<file path="config.mk">
export PLATFORM = sky130hd
export DESIGN_NAME = tictactoe_nxn
export DESIGN_NICKNAME = d
export VERILOG_FILES = /design/src/rtl/tictactoe_pkg.sv /design/src/rtl/tictactoe_line_check.sv /design/src/rtl/tictactoe_nxn.sv
export SDC_FILE = /design/constraint.sdc
export NUM_CORES = 1
export LEC_CHECK = 0
export ABC_CLOCK_PERIOD_IN_PS = 10500
export CAP_MARGIN = 25
export CORE_ASPECT_RATIO = 1.4
export CORE_MARGIN = 2
export CORE_UTILIZATION = 45
export CTS_CLUSTER_DIAMETER = 50
export DETAILED_ROUTE_END_ITERATION = 6
export PLACE_DENSITY = 0.7
export SLEW_MARGIN = 30
export SYNTH_ARGS = -nofsm -noshare
export SYNTH_HDL_FRONTEND = slang
export SYNTH_SLANG_ARGS = --single-unit
</file>
<file path="constraint.sdc">
create_clock -name clk -period 10.5 [get_ports clk]
set_clock_uncertainty 0.15 [all_clocks]
set_input_delay 1.575 -clock clk [delete_from_list [all_inputs] [get_ports clk]]
set_output_delay 1.575 -clock clk [all_outputs]
set_load 0.01 [all_outputs]
</file>
<file path="src/rtl/tictactoe_pkg.sv">
// tictactoe_pkg
//   Shared types and elaboration-time helpers for the N x N, K-in-a-row game.
//   - state_t   : game FSM states
//   - num_runs  : number of K-long runs (rows, columns, diagonals, anti-diagonals)
//   - run_mask  : cell mask of one run; cell (r,c) is bit N*N-1-(r*N+c)
//   - popcount  : number of set bits in a (zero-extended) mask
package tictactoe_pkg;

    typedef enum logic [2:0] {
        P1_TURN,
        P2_TURN,
        P1_WIN,
        P2_WIN,
        DRAW
    } state_t;

    function automatic int num_runs(input int n, input int k);
        return 2 * n * (n - k + 1) + 2 * (n - k + 1) * (n - k + 1);
    endfunction

    // Runs are enumerated direction by direction: horizontal, vertical,
    // diagonal (down-right), anti-diagonal (down-left).
    function automatic logic [63:0] run_mask(input int n, input int k, input int idx);
        logic [63:0] m;
        int          cnt;
        int          dr;
        int          dc;
        int          er;
        int          ec;
        m   = '0;
        cnt = 0;
        for (int d = 0; d < 4; d++) begin
            dr = (d == 0) ? 0 : 1;
            dc = (d == 0) ? 1 : (d == 1) ? 0 : (d == 2) ? 1 : -1;
            for (int r = 0; r < n; r++) begin
                for (int c = 0; c < n; c++) begin
                    er = r + (k - 1) * dr;
                    ec = c + (k - 1) * dc;
                    if (er >= 0 && er < n && ec >= 0 && ec < n) begin
                        if (cnt == idx) begin
                            for (int j = 0; j < k; j++)
                                m[n * n - 1 - ((r + j * dr) * n + (c + j * dc))] = 1'b1;
                        end
                        cnt++;
                    end
                end
            end
        end
        return m;
    endfunction

    function automatic int popcount(input logic [63:0] v);
        int s;
        s = 0;
        for (int i = 0; i < 64; i++)
            s += int'(v[i]);
        return s;
    endfunction

endpackage

</file>
<file path="src/rtl/tictactoe_line_check.sv">
// tictactoe_line_check
//   Combinational win detector for one player's board.
//   Ports:
//     i_board [N*N-1:0] : occupancy mask of one player
//     o_win             : high when any K-long run is fully occupied
module tictactoe_line_check
    import tictactoe_pkg::*;
#(
    parameter int N = 3,
    parameter int K = 3
) (
    input  logic [N*N-1:0] i_board,
    output logic           o_win
);

    localparam int NC = N * N;
    localparam int NR = num_runs(N, K);

    logic [NR-1:0] w_hit;

    for (genvar g = 0; g < NR; g++) begin : g_run
        localparam logic [63:0] MASK_FULL = run_mask(N, K, g);
        localparam logic [NC-1:0] MASK = MASK_FULL[NC-1:0];
        // every cell of the run is set <=> no run cell is clear
        assign w_hit[g] = &(i_board | ~MASK);
    end

    assign o_win = |w_hit;

endmodule

</file>
<file path="src/rtl/tictactoe_nxn.sv">
// tictactoe_nxn
//   N x N, K-in-a-row two-player game engine with edge-detected switch input,
//   turn/occupancy enforcement, win/draw detection and alternating start player.
//   Optional macro TTT_BLINK_EN: win/draw LEDs blink with a half-period of
//   2^BLINK_LOG2 cycles instead of being steady.
//   Ports:
//     clk, rst            : clock, async active-high reset
//     rst1, rst2          : synchronous new-game requests
//     player1, player2    : cumulative switch masks (MSB = top-left cell)
//     p1out, p2out        : registered board occupancy
//     turn                : 0 = player 1 to move, 1 = player 2 to move
//     p1win, p2win, done  : registered game result flags
//     led1win, led2win    : win LEDs (both lit in a draw)
//     illegal             : one-cycle pulse on a rejected press
//     reset               : one-cycle pulse on a restart
module tictactoe_nxn
    import tictactoe_pkg::*;
#(
    parameter int N          = 3,
    parameter int K          = 3,
    parameter int BLINK_LOG2 = 4
) (
    input  logic           clk,
    input  logic           rst,
    input  logic           rst1,
    input  logic           rst2,
    input  logic [N*N-1:0] player1,
    input  logic [N*N-1:0] player2,
    output logic [N*N-1:0] p1out,
    output logic [N*N-1:0] p2out,
    output logic           turn,
    output logic           p1win,
    output logic           p2win,
    output logic           done,
    output logic           led1win,
    output logic           led2win,
    output logic           illegal,
    output logic           reset
);

    localparam int NC = N * N;

    state_t          r_state, w_state_n;
    logic [NC-1:0]   r_p1_q, r_p2_q;
    logic [NC-1:0]   r_p1out, r_p2out, w_p1out_n, w_p2out_n;
    logic            r_turn, w_turn_n;
    logic            r_start, w_start_n;
    logic            r_p1win, r_p2win, r_done, r_illegal, r_reset;
    logic            w_illegal_n, w_reset_n;

    logic [NC-1:0]   w_new1, w_new2, w_mover_new, w_off_new, w_occ;
    logic            w_win1, w_win2, w_full, w_restart;

    assign w_new1      = player1 & ~r_p1_q;
    assign w_new2      = player2 & ~r_p2_q;
    assign w_mover_new = r_turn ? w_new2 : w_new1;
    assign w_off_new   = r_turn ? w_new1 : w_new2;
    assign w_occ       = r_p1out | r_p2out;
    assign w_full      = &w_occ;
    assign w_restart   = rst1 | rst2;

    tictactoe_line_check #(.N(N), .K(K)) u_chk1 (.i_board(r_p1out), .o_win(w_win1));
    tictactoe_line_check #(.N(N), .K(K)) u_chk2 (.i_board(r_p2out), .o_win(w_win2));

    always_ff @(posedge clk or posedge rst) begin
        if (rst) begin
            r_state   <= P1_TURN;
            r_p1_q    <= '0;
            r_p2_q    <= '0;
            r_p1out   <= '0;
            r_p2out   <= '0;
            r_turn    <= 1'b0;
            r_start   <= 1'b0;
            r_p1win   <= 1'b0;
            r_p2win   <= 1'b0;
            r_done    <= 1'b0;
            r_illegal <= 1'b0;
            r_reset   <= 1'b0;
        end else begin
            r_state   <= w_state_n;
            r_p1_q    <= player1;
            r_p2_q    <= player2;
            r_p1out   <= w_p1out_n;
            r_p2out   <= w_p2out_n;
            r_turn    <= w_turn_n;
            r_start   <= w_start_n;
            r_p1win   <= (w_state_n == P1_WIN);
            r_p2win   <= (w_state_n == P2_WIN);
            r_done    <= (w_state_n == P1_WIN) || (w_state_n == P2_WIN) || (w_state_n == DRAW);
            r_illegal <= w_illegal_n;
            r_reset   <= w_reset_n;
        end
    end

    always_comb begin
        w_state_n   = r_state;
        w_p1out_n   = r_p1out;
        w_p2out_n   = r_p2out;
        w_turn_n    = r_turn;
        w_start_n   = r_start;
        w_illegal_n = 1'b0;
        w_reset_n   = 1'b0;
        if (w_restart) begin
            w_p1out_n = '0;
            w_p2out_n = '0;
            w_start_n = ~r_start;
            w_turn_n  = ~r_start;
            w_state_n = r_start ? P1_TURN : P2_TURN;
            w_reset_n = 1'b1;
        end else begin
            case (r_state)
                P1_TURN, P2_TURN: begin
                    // The result of the last move is resolved before any new
                    // press, so the move that completes a line is the final one.
                    if (w_win1 || w_win2 || w_full) begin
                        w_state_n   = w_win1 ? P1_WIN : w_win2 ? P2_WIN : DRAW;
                        w_illegal_n = |{w_new1, w_new2};
                    end else begin
                        if (w_mover_new != '0) begin
                            if (popcount(64'(w_mover_new)) == 1 && (w_mover_new & w_occ) == '0) begin
                                if (r_turn) w_p2out_n = r_p2out | w_mover_new;
                                else        w_p1out_n = r_p1out | w_mover_new;
                                w_turn_n  = ~r_turn;
                                w_state_n = r_turn ? P1_TURN : P2_TURN;
                            end else begin
                                w_illegal_n = 1'b1;
                            end
                        end
                        if (w_off_new != '0)
                            w_illegal_n = 1'b1;
                    end
                end
                default: w_illegal_n = |{w_new1, w_new2};
            endcase
        end
    end

    assign p1out   = r_p1out;
    assign p2out   = r_p2out;
    assign turn    = r_turn;
    assign p1win   = r_p1win;
    assign p2win   = r_p2win;
    assign done    = r_done;
    assign illegal = r_illegal;
    assign reset   = r_reset;

    logic w_draw;
    assign w_draw = r_done & ~r_p1win & ~r_p2win;

`ifdef TTT_BLINK_EN
    logic [BLINK_LOG2-1:0] r_blink_cnt;
    logic                  r_blink_on;

    // The counter is held at zero until the game ends so the first lit
    // half-period after a result is a full 2^BLINK_LOG2 cycles.
    always_ff @(posedge clk or posedge rst) begin
        if (rst) begin
            r_blink_cnt <= '0;
            r_blink_on  <= 1'b0;
        end else if (w_restart || !r_done) begin
            r_blink_cnt <= '0;
            r_blink_on  <= 1'b1;
        end else begin
            r_blink_cnt <= r_blink_cnt + 1'b1;
            if (&r_blink_cnt)
                r_blink_on <= ~r_blink_on;
        end
    end

    assign led1win = r_blink_on & (r_p1win | w_draw);
    assign led2win = r_blink_on & (r_p2win | w_draw);
`else
    logic w_unused_blink;
    assign w_unused_blink = (BLINK_LOG2 > 0);
    assign led1win = r_p1win | w_draw;
    assign led2win = r_p2win | w_draw;
`endif

endmodule
</file>
# After elaboration in Yosys (flattened, before gate mapping)
# Cells that the tools add are included.
dict set report totals {
  reg_bits 46
  elab_cells 116
}
dict set report op_classes {
  addsub 8
  n_eq_ne 7
  mux 35
  n_bitwise 17
  reduce_logical 37
}
# operator n
set ops {}
lappend ops {{two-way mux 9 bit} 14}
lappend ops {{AND reduction 3 bit} 16}
lappend ops {{AND 9 bit} 3}
lappend ops {{OR 9 bit} 3}
lappend ops {{two-way mux 3 bit} 7}
lappend ops {{inverter 9 bit} 2}
lappend ops {{nonzero test 9 bit} 2}
lappend ops {{OR reduction 18 bit} 1}
lappend ops {{OR reduction 8 bit} 2}
lappend ops {{two-way mux 1 bit} 14}
lappend ops {{AND reduction 5 bit} 2}
lappend ops {{adder 8 x 1 -> 9 bit} 1}
lappend ops {{== test 9 x 1 -> 1 bit (second input constant)} 1}
lappend ops {{logical NOT 9 bit} 1}
lappend ops {{AND reduction 9 bit} 1}
lappend ops {{adder 7 x 1 -> 8 bit} 1}
lappend ops {{nonzero test 2 bit} 4}
lappend ops {{adder 6 x 1 -> 7 bit} 1}
lappend ops {{adder 5 x 1 -> 6 bit} 1}
lappend ops {{== test 3 x 2 -> 1 bit (second input constant)} 2}
lappend ops {{adder 4 x 1 -> 5 bit} 1}
lappend ops {{adder 3 x 1 -> 4 bit} 1}
lappend ops {{logical OR 1 bit} 4}
lappend ops {{inverter 1 bit} 4}
lappend ops {{12 further kinds} 15}

# Depth between registers and ports, before layout
# Gate-level depths: netlist of the first run.
dict set report logic_depth {
  ltp_word 21
  ltp_mapped 17
  depth_no_buf 15
}

# By module
# Synthesis of the first run repeated with hierarchy kept, for this count alone.
dict set report unflattened {
  hier_cells 247
  area_unflattened_um2 2486.1
}
# module n_inst cells_each area_per_inst_um2 seq_area_each_um2
set by_module_without_submodules {}
lappend by_module_without_submodules {tictactoe_nxn 1 233 2378.5 1151.1}
lappend by_module_without_submodules {tictactoe_line_check 2 7 53.8 0.0}

# Least setup slack after synthesis of the first run
# OpenSTA, ideal clock, no wires.
dict set report synth_timing {
  path_kind {input -> register}
  start {input player1[0]}
  end {register r_state[0]}
  arrival_ns 5.702
  required_ns 10.218
  setup_slack_ns 4.516
  cell_stages 14
  path_buffers 0
  cell_sequence {or3b_1 -> and2_1 -> inv_1 -> fa_1 -> inv_1 -> fa_1 -> fa_1 -> fa_1 -> fa_1 -> o31a_1 -> or4_1 -> or4_1 -> a31oi_1 -> o22ai_1}
}
dict set report synth_via {
  elab_chain_len 17
}
# element line
set synth_rtl {}
lappend synth_rtl {{start: declaration} tictactoe_nxn.sv:27} ;# input logic [N*N-1:0] player1,
lappend synth_rtl {{AND 9 bit (*)} tictactoe_nxn.sv:54} ;# assign w_new1 = player1 & ~r_p1_q;
lappend synth_rtl {{two-way mux 9 bit (*)} tictactoe_nxn.sv:56} ;# assign w_mover_new = r_turn ? w_new2 : w_new1;
lappend synth_rtl {{adder 1 x 1 -> 2 bit} tictactoe_pkg.sv:56} ;# s += int'(v[i]);
lappend synth_rtl {{adder 2 x 1 -> 3 bit} tictactoe_pkg.sv:56}
lappend synth_rtl {{adder 3 x 1 -> 4 bit} tictactoe_pkg.sv:56}
lappend synth_rtl {{adder 4 x 1 -> 5 bit} tictactoe_pkg.sv:56}
lappend synth_rtl {{adder 5 x 1 -> 6 bit} tictactoe_pkg.sv:56}
lappend synth_rtl {{adder 6 x 1 -> 7 bit} tictactoe_pkg.sv:56}
lappend synth_rtl {{[... 2 more ...]} --}
lappend synth_rtl {{== test 9 x 1 -> 1 bit} tictactoe_nxn.sv:120} ;# if (popcount(64'(w_mover_new)) == 1 && (w_mover_new & w_occ) == '0) begin
lappend synth_rtl {{logical AND 1 bit} tictactoe_nxn.sv:120}
lappend synth_rtl {{two-way mux 3 bit} tictactoe_nxn.sv:120}
lappend synth_rtl {{two-way mux 3 bit (*)} tictactoe_nxn.sv:119} ;# if (w_mover_new != '0) begin
lappend synth_rtl {{two-way mux 3 bit (*)} tictactoe_nxn.sv:115} ;# if (w_win1 || w_win2 || w_full) begin
lappend synth_rtl {{two-way mux 3 bit (*)} tictactoe_nxn.sv:111} ;# case (r_state)
lappend synth_rtl {{two-way mux 3 bit (*)} tictactoe_nxn.sv:103} ;# if (w_restart) begin
lappend synth_rtl {{named net w_state_n[0]} tictactoe_nxn.sv:43} ;# state_t r_state, w_state_n;
lappend synth_rtl {{end signal: assignment} tictactoe_nxn.sv:80} ;# r_state <= w_state_n;
lappend synth_rtl {{end: declaration} tictactoe_nxn.sv:43}
# Mark *: on every way through the listed nets, which the timed path passes. The rest lies on a longest branch.
# A chain may end at the register's enable or synchronous reset.

# Final worst setup path of the first run
dict set report layout_timing {
  start {input player1[0]}
  end {register r_turn (netlist: turn)}
}
dict set report layout_via {
  elab_chain_len 14
}
# element line
set layout_rtl {}
lappend layout_rtl {{AND 9 bit (*)} tictactoe_nxn.sv:54}
lappend layout_rtl {{two-way mux 9 bit (*)} tictactoe_nxn.sv:56}
lappend layout_rtl {{adder 1 x 1 -> 2 bit} tictactoe_pkg.sv:56}
lappend layout_rtl {{adder 2 x 1 -> 3 bit} tictactoe_pkg.sv:56}
lappend layout_rtl {{adder 3 x 1 -> 4 bit} tictactoe_pkg.sv:56}
lappend layout_rtl {{adder 4 x 1 -> 5 bit} tictactoe_pkg.sv:56}
lappend layout_rtl {{adder 5 x 1 -> 6 bit} tictactoe_pkg.sv:56}
lappend layout_rtl {{adder 6 x 1 -> 7 bit} tictactoe_pkg.sv:56}
lappend layout_rtl {{adder 7 x 1 -> 8 bit} tictactoe_pkg.sv:56}
lappend layout_rtl {{adder 8 x 1 -> 9 bit} tictactoe_pkg.sv:56}
lappend layout_rtl {{== test 9 x 1 -> 1 bit} tictactoe_nxn.sv:120}
lappend layout_rtl {{logical AND 1 bit} tictactoe_nxn.sv:120}
lappend layout_rtl {{nonzero test 2 bit (no line)} --}
lappend layout_rtl {{AND reduction 4 bit (no line) (*)} --}
lappend layout_rtl {{end signal: assignment} tictactoe_nxn.sv:85} ;# r_turn <= w_turn_n;
lappend layout_rtl {{end: declaration} tictactoe_nxn.sv:46} ;# logic r_turn, w_turn_n;
# Mark *: on every way between the ends. The rest lies on a longest branch, timed or not.

==> results of run 1 <==
placed cells by master, fill, tap and decap left out, types with 6 or more instances in the layout:
master / count
nand4_1: 6
nand3b_1: 7
inv_1: 15
dfrtp_1: 46
clkdlybuf4s50_1: 47
nand2_1: 26
and2_1: 6
or3b_1: 8
o21ai_2: 17
nand2b_1: 20
nor2_1: 15
Yosys cell counts, types with 3 or more instances:
library cell / count / share of area [%]
a21oi_1: 4 / 0.78
o22ai_1: 4 / 0.97
nand2_1: 26 / 3.8
o31a_1: 3 / 1.0
or3b_1: 8 / 2.7
inv_1: 16 / 2.3
nand3b_1: 7 / 2.0
dfrtp_1: 46 / 45
nand4_1: 6 / 1.5
fa_1: 5 / 3.9
ha_1: 3 / 1.5
nand2b_1: 20 / 4.9
or4_1: 4 / 1.2
o21ai_2: 17 / 5.8
nor4_4: 3 / 2.5
nor3_1: 3 / 0.58
a222oi_1: 4 / 1.6
and2_1: 6 / 1.5
nor2_1: 15 / 2.2
o21ai_0: 4 / 0.78
stage by stage:
step | total power [uW] | utilization (%)
floorplan | 436 | -
global placement | 510 | 56.4
detailed placement | 516 | 56.4
CTS | 646 | 58.4
global route | 689 | 58.4
finish | 645 | 58.4
cells by family (layout without fill, tap and decap cells):
family,Yosys count,in the layout,synth area share (%)
mux,1,1,0.389
flops,46,46,44.7
compound gates,57,57,18.3
simple gates,110,110,27.3
xor+xnor,1,1,0.340
fa+ha+maj,8,8,5.35
buf+inv,21,74,3.64
critical path, delay by kind of cell:
family / cells / cell delay [ns]
buffers and inverters: 3 / 0.66
AO/OA/AOI/OAI: 3 / 0.73
adder cells (fa/ha/maj): 5 / 2.11
AND/OR/NAND/NOR: 4 / 1.37
power breakdown:
group          internal, uW  total (uW)  switching (uW)
Sequential              194         215            20.3
Combinational           129         300             171
Clock                  71.0         130            59.4
Total                   394         645             251
registers in the layout (all words and copies together), names as in the netlist:
signal	count
p1out	9
r_state	3
p2out	9
r_p2_q	9
r_start	1
r_p1_q	9
turn	1
p2win	1
reset	1
illegal	1
done	1
p1win	1
routing by layer:
| metal | vias to the layer above | wire, um | share of wire, % |
|---|---|---|---|
| met1 | 1047 | 2600 | 41 |
| met2 | 54 | 3390 | 53 |
| met5 | - | 0 | 0 |
| met3 | 18 | 202 | 3.1 |
| met4 | 0 | 229 | 3.6 |
| li1 | 981 | - | - |
area by class of cell:
| type | instances | area (sq um) |
|---|---|---|
| timing repair buffer | 49 | 485 |
| inverter | 17 | 65.1 |
| fill | 522 | 2300 |
| multi-input combinational | 177 | 1330 |
| tap | 68 | 85.1 |
| clock inverter | 2 | 37.5 |
| clock buffer | 6 | 72.6 |
| sequential | 46 | 1150 |
how the worst max path moves through the flow:
stage	cells after the start	startpoint	endpoint
6_report	15	player1[0]	turn
3_5_place_dp	15	player1[0]	r_state[0]
4_1_cts	15	player1[0]	p2out[8]
2_1_floorplan	14	player1[0]	r_state[0]
5_1_grt	15	player1[0]	r_state[0]
3_3_place_gp	15	player1[0]	r_state[0]
==> run summary, run 1 <==
The type of element capturing the critical path was a register. Max-cap violations in this run came to 0. In this run the register-to-register setup slack is 5.24 ns. Final critical-path required period: 6.41 ns.

The total area inside the core boundary comes to 0.00553 sq mm. Row generation in the floorplan step produced 32 rows. CTS saw 46 sinks.

For met3 alone, demand over resource in global routing was 3.73%. At the pin with the least slew margin, the transition time is 0.768 ns. In the synthesized netlist, the number of instances is 244. Sequential elements use 44.7% of the synthesized area. The count of final max-slew check failures was 0; the detailed-route wire length was 6.42 mm. The worst hold path stage count is 1, and the number of antenna violations at the first check in global routing is 0. The via count of the first global-routing pass was 2,129. The startpoint identified for the worst register-to-register timing path is turn. After routing the design area is 0.00323 sq mm. Flip-flop cell with the highest count after synthesis: dfrtp_1. By startpoint and endpoint, the worst setup path is classified as in -> reg. For the number of inserted diodes, the log shows 0. IR analysis of the VDD net gives a maximum drop of 0.000107 V. Dividing the detail-routed wire length by the instance count gives 17.6 um. met2 is the most crowded layer. The maximum net fanout on the critical path came out at 4.

The clock transition at the registers of the reported paths is 0.09 ns. The signal on the critical path passes through clkdlybuf4s50_1 > or3b_1 > and2_1 > inv_1 > fa_1 > inv_1 > fa_1 > fa_1 > fa_1 > fa_1 > o31a_1 > or3_1 > nor4_4 > a21oi_1 > o31a_1. The fraction of synthesis flops using an asynchronous set or reset pin is 100%, and the final RePlAce weighted congestion is 0.846. The tools report the hold-critical path endpoint as r_start. After synthesis, the netlist uses 51 different library cells.

Synthesis produced a netlist with a net count of 274. The depth of the worst register-to-register path is 15. Power spread over the standard cell area amounts to 200 mW/mm^2. The mapped netlist covers 0.00257 sq mm. The run finished with clean final reports. Setup repair after global routing left no endpoint under its margin. The tools report the largest net degree at the start of global routing as 47.

The die is 67.9 um wide. The required time at the endpoint of the critical path came out at 10.53 ns. The worst hold path belongs to the class reg -> reg.

The detailed-routing iteration count for the pre-antenna-repair pass is 5, and the ratio of cells with drive above 1 in the final layout is 12.8%. The final global-route overflow total is 0. TritonCTS built the clock tree. The part of the cycle the worst path needs is 61.0%, and the per-cell via count in the routed design is 5.75. The logs give 22.8% for the overall global routing resource usage and 5 for the CTS buffer count. The worst setup timing slack at the placement stage came out at 3.81 ns. For the post-CTS repair timing setup buffer count, the log shows 0. For the antenna violation net count after detailed routing, the log shows 0. In this run, post-CTS hold repair placed 0 buffers. Global routing consumed, on the met2 layer, 37.5% of the routing resources. The tools report the sort of element at the start of the critical path as an input port. In this run the deepest clock path goes through 2 buffers. During placement, the flow inserted port buffers numbering 47. The post-synthesis area per instance was 10.6 sq um. Clock tree synthesis selected as its root buffer the cell clkbuf_8. Detailed placement ended at an HPWL of 5.00 mm.

The vertical extent of the die was 93.5 um. The endpoint identified for the worst register-to-register timing path is turn. For met1 alone, demand over resource in global routing was 28.7%. The setup violation total in the final timing report came out at 0. The worst setup margin was 4.09 ns; the maximum level of the CTS H-tree was 2. In this run, synthesis produced a sequential element count of 46.

The area growth from synthesis to layout is 25.3%. The number of enable-type register cells in the synthesized netlist works out to 0. Counting tap cells, the placed design contains a total of 357 instances. The tools report the number of top-level pins as 48. On the worst path, the slowest cell contributes a delay of 0.50 ns. The area of the die was 0.00635 sq mm; the number of design rule violations left after detail routing was 0.

The logs give 48.8% for the worst slew margin relative to its limit and 2,100 for the overall via count from detail_route. The initial utilization of the core area, before any placement, comes to 46.6%. The post-cts gate resize count was 0. Once layout is complete, the cells apart from fillers number 365. The timing-limited maximum frequency is 0.156 GHz. Counting stages on the worst path, the most repeated cell is fa_1. On the final layout, the worst hold slack is 0.401 ns. For this design the static power due to leakage is 0.00133 uW. Data arrives at the worst endpoint at 6.44 ns. The final layout contains 326 nets. The clock insertion delay at the later pin of the skew report is 0.30 ns. The first global-routing pass estimated 10.7 mm of wire. Yosys printed 0 warnings. In the final timing run, aggregate negative setup slack is 0 ns. The placed instances occupy a cell area of 0.00312 sq mm. The largest individual stage delay along the critical path comes from the cell clkdlybuf4s50_1.

In this run the most critical hold path is launched from r_start. The detailed router finished its first iteration with 225 violations. For the final hold violation count, the log shows 0.
Note: power is estimated with default switching activity, not from simulation.
==> inputs of run 2 (changes only) <==
Settings changed: ABC_CLOCK_PERIOD_IN_PS 10500 to 5400, PLACE_DENSITY 0.7 to 0.73.
Clock period 10.5 ns to 5.4 ns, I/O delays scaled along.
==> run 2 against run 1 <==
Die area is the same. Clock power grew 66%. Total power grew 120%. Sequential power grew 100%. Core utilization grew 3.7 points. Critical path type unchanged.
==> run summary, run 2 (synthesized netlist as in run 1, its figures left out) <==
The half-perimeter wire length after detailed placement was 5.38 mm (+7.5%). In this run the most critical hold path is launched from r_start. The clock network fraction of total power is 15.6% (-4.6 points).

The run gives 0.00146 uW (+10%) as the leakage component of the power. The final global-route overflow total came out at 0 (unchanged). The buffer and inverter count on the worst path is 3 (unchanged).

Final critical-path required period: 5.29 ns. The required time at the endpoint of the critical path was 5.42 ns (-5.11 ns). The depth of the worst register-to-register path came out at 15 (unchanged). The floorplan core area is 0.00553 sq mm (unchanged), and the part of the cycle the worst path needs is 97.9%.

The areal power density over the cells came out at 404 mW/mm^2 (+100%). The tools report the sort of element at the start of the critical path as an input port. Number of inserted diodes: 0 (unchanged). The setup path with the least slack is of type in -> reg.

Setup repair after global routing left no endpoint under its margin. TritonCTS built the clock tree. The flow ran to the end, and the final reports show no timing, DRC or antenna violations. In the layout the commonest cells are 45 x dfrtp_1, 41 x clkdlybuf4s50_1, 25 x nand2_1, 25 x buf_4, 20 x nand2b_1.

The tools report the number of hold buffers added after cts as 0 (unchanged). The number of sinks driven by the clock tree is 46 (unchanged). The final hold violation count came out at 0 (unchanged). The number of filler instances in the final layout is 498 (-4.6%). Traced cell by cell, the critical path runs through clkdlybuf4s15_2 > or3b_4 > and2_4 > inv_2 > fa_1 > inv_2 > fa_1 > fa_1 > fa_2 > fa_2 > o31a_1 > or4_1 > or4_4 > a31oi_4 > o22ai_1.

For the largest net degree at the start of global routing, the log shows 47 (unchanged). The number of buffer cells added on primary ports was 47 (unchanged). The worst slew margin relative to its limit is 58.1% (+9.3 points), and the effective utilization at floorplan is 46.6% (unchanged). The count of final max-slew check failures came out at 0 (unchanged). The width of the die came out at 67.9 um (unchanged). The tree is rooted in a clkbuf_8. For the sequential cell area, the log shows 0.00115 sq mm (+0.11%). The worst min-delay path category is reg -> reg. The cell-internal power was 851 uW (+120%); the number of buffers on the longest clock path was 2 (unchanged). The run gives 0.936 (+11%) as the final RePlAce weighted congestion. The family with the most delay on the worst path is adder cells. The worst hold path stage count is 1 (unchanged), and the global-route wire length before repair is 11.3 mm (+5.6%). For the worst vdd rail ir drop, the log shows 0.000180 V (+68%).

The actual slew at the worst max-slew pin is 0.624 ns (-0.144 ns). The area of the die was 0.00635 sq mm (unchanged); the hold slack was 0.371 ns (-0.0292 ns). The sum of internal, switching and leakage power came out at 1390 uW (+120%).

The flop-to-flop setup slack was 0.16 ns (-5.08 ns); the antenna violation net count after detailed routing was 0 (unchanged). For the CTS buffer count, the log shows 5 (unchanged). The leading cell type in the layout, fill and taps excluded was dfrtp_1.

The detailed-routing iteration count for the pre-antenna-repair pass is 5 (unchanged), and the placement row count is 32 (unchanged). The slowest stage cell on the critical path is or4_4. The endpoint identified for the worst register-to-register timing path is r_state[0]. The number of nets in the layout came out at 349 (+7.1%). Average wire per cell in the routed design: 18.0 um (+2.2%). In this design, the critical path's most frequently occurring cell is fa_1. The tools report the number of maximum-capacitance violations as 0 (unchanged).

The logs give 0 ns (unchanged) for the final setup TNS and 0 (unchanged) for the number of design rule violations left after detail routing. The maximum single-stage delay on the critical path works out to 0.54 ns (+0.04 ns). Proportion of total power due to net switching: 38.7% (-0.17 points).

The tools report the startpoint of the lowest-slack register-to-register path as turn. The worst setup path is captured at a register. The maximum net fanout on the critical path was 2 (-2).

The net switching component of the power was 537 uW (+110%); the sequential fraction of design power was 31.1% (-2.2 points). From synthesis to final layout, the design area changed by 33.3%. Via count of the first global-routing pass: 2,254 (+5.9%). For the clock insertion delay at the later pin of the skew report, the log shows 0.30 ns (about the same). Number of antenna violations at the first check in global routing: 0 (unchanged). For the share of total power in combinational logic, the log shows 53.4% (+6.9 points).

The run gives 48 (unchanged) as the number of top-level pins. The overall via count from detail_route is 2,197 (+4.6%), and the overall global routing resource usage is 24.0% (+1.2 points). Timing-limited maximum frequency: 0.189 GHz. The ratio of cells with drive above 1 in the final layout came out at 23.1% (+10 points). The detailed-route wire length is 6.97 mm (+8.6%). Maximum level of the CTS H-tree: 2 (unchanged).

The hold-critical path endpoint was r_start. The clock transition at the registers of the reported paths was 0.08 ns (about the same); the area of combinational cells with multiple inputs was 0.00138 sq mm (+3.8%). For the data arrival time at the worst-slack endpoint, the log shows 5.31 ns (-1.13 ns). The vertical extent of the die was 93.5 um (unchanged); the per-cell via count in the routed design was 5.66 (-1.6%). The setup violation total in the final timing report is 0 (unchanged), and the number of DRC markers in iteration 0 is 249 (+11%).
[run 2: power by group through the flow]
stage / sequential, uW / clock [uW] / combinational [uW]
3_5_place_dp: 434 / 0 / 652
3_3_place_gp: 434 / 0 / 623
5_1_grt: 435 / 236 / 805
2_1_floorplan: 422 / 0 / 426
4_1_cts: 429 / 224 / 684
6_report: 431 / 216 / 740
[run 2: cell type report]
cell class | instances | share of cell area, %
flip-flops and latches | 46 | 33.6
repair buffers | 72 | 19.1
well taps | 68 | 2.48
clock buffers | 7 | 2.52
inverters | 17 | 1.93
clock inverters | 1 | 0.146
multi-input cells | 177 | 40.2
[run 2: what timing repair did]
action,CTS,global route
pin swaps,14,3
resized for setup,16,6
endpoints found under the setup margin,21,2
buffers inserted,4,1
[run 2: how the worst max path moves through the flow]
stage / from / endpoint / slack (ns) / depth (start not counted)
after floorplan: player1[0] / r_state[0] / 0.18 / 14
after global placement: player1[0] / r_state[0] / -0.41 / 15
after detailed placement: player1[0] / r_state[0] / -0.54 / 15
after CTS: player2[1] / r_state[0] / 0.005 / 14
after global routing: player1[0] / r_state[0] / 0.01 / 15
final: player1[0] / r_state[0] / 0.11 / 15
[run 2: through the flow]
step | instances | setup slack [ns] | util (%) | area (sq um)
after floorplan | 244 | 0.181 | - | 2570
after global placement | 375 | -0.409 | 58.8 | 3250
after detailed placement | 375 | -0.540 | 58.9 | 3250
after CTS | 387 | 0.00548 | 61.3 | 3390
after global routing | 388 | 0.0112 | 62.1 | 3430
final | 388 | 0.111 | 62.1 | 3430
[run 2: routing by layer]
layer | up-vias | track usage [%] | part of all wire (%)
met5 | - | 0 | 0
met4 | 0 | 9.67 | 3.3
met3 | 19 | 3.37 | 4.6
met2 | 85 | 40.9 | 52
met1 | 1065 | 29.8 | 40
li1 | 1028 | - | -
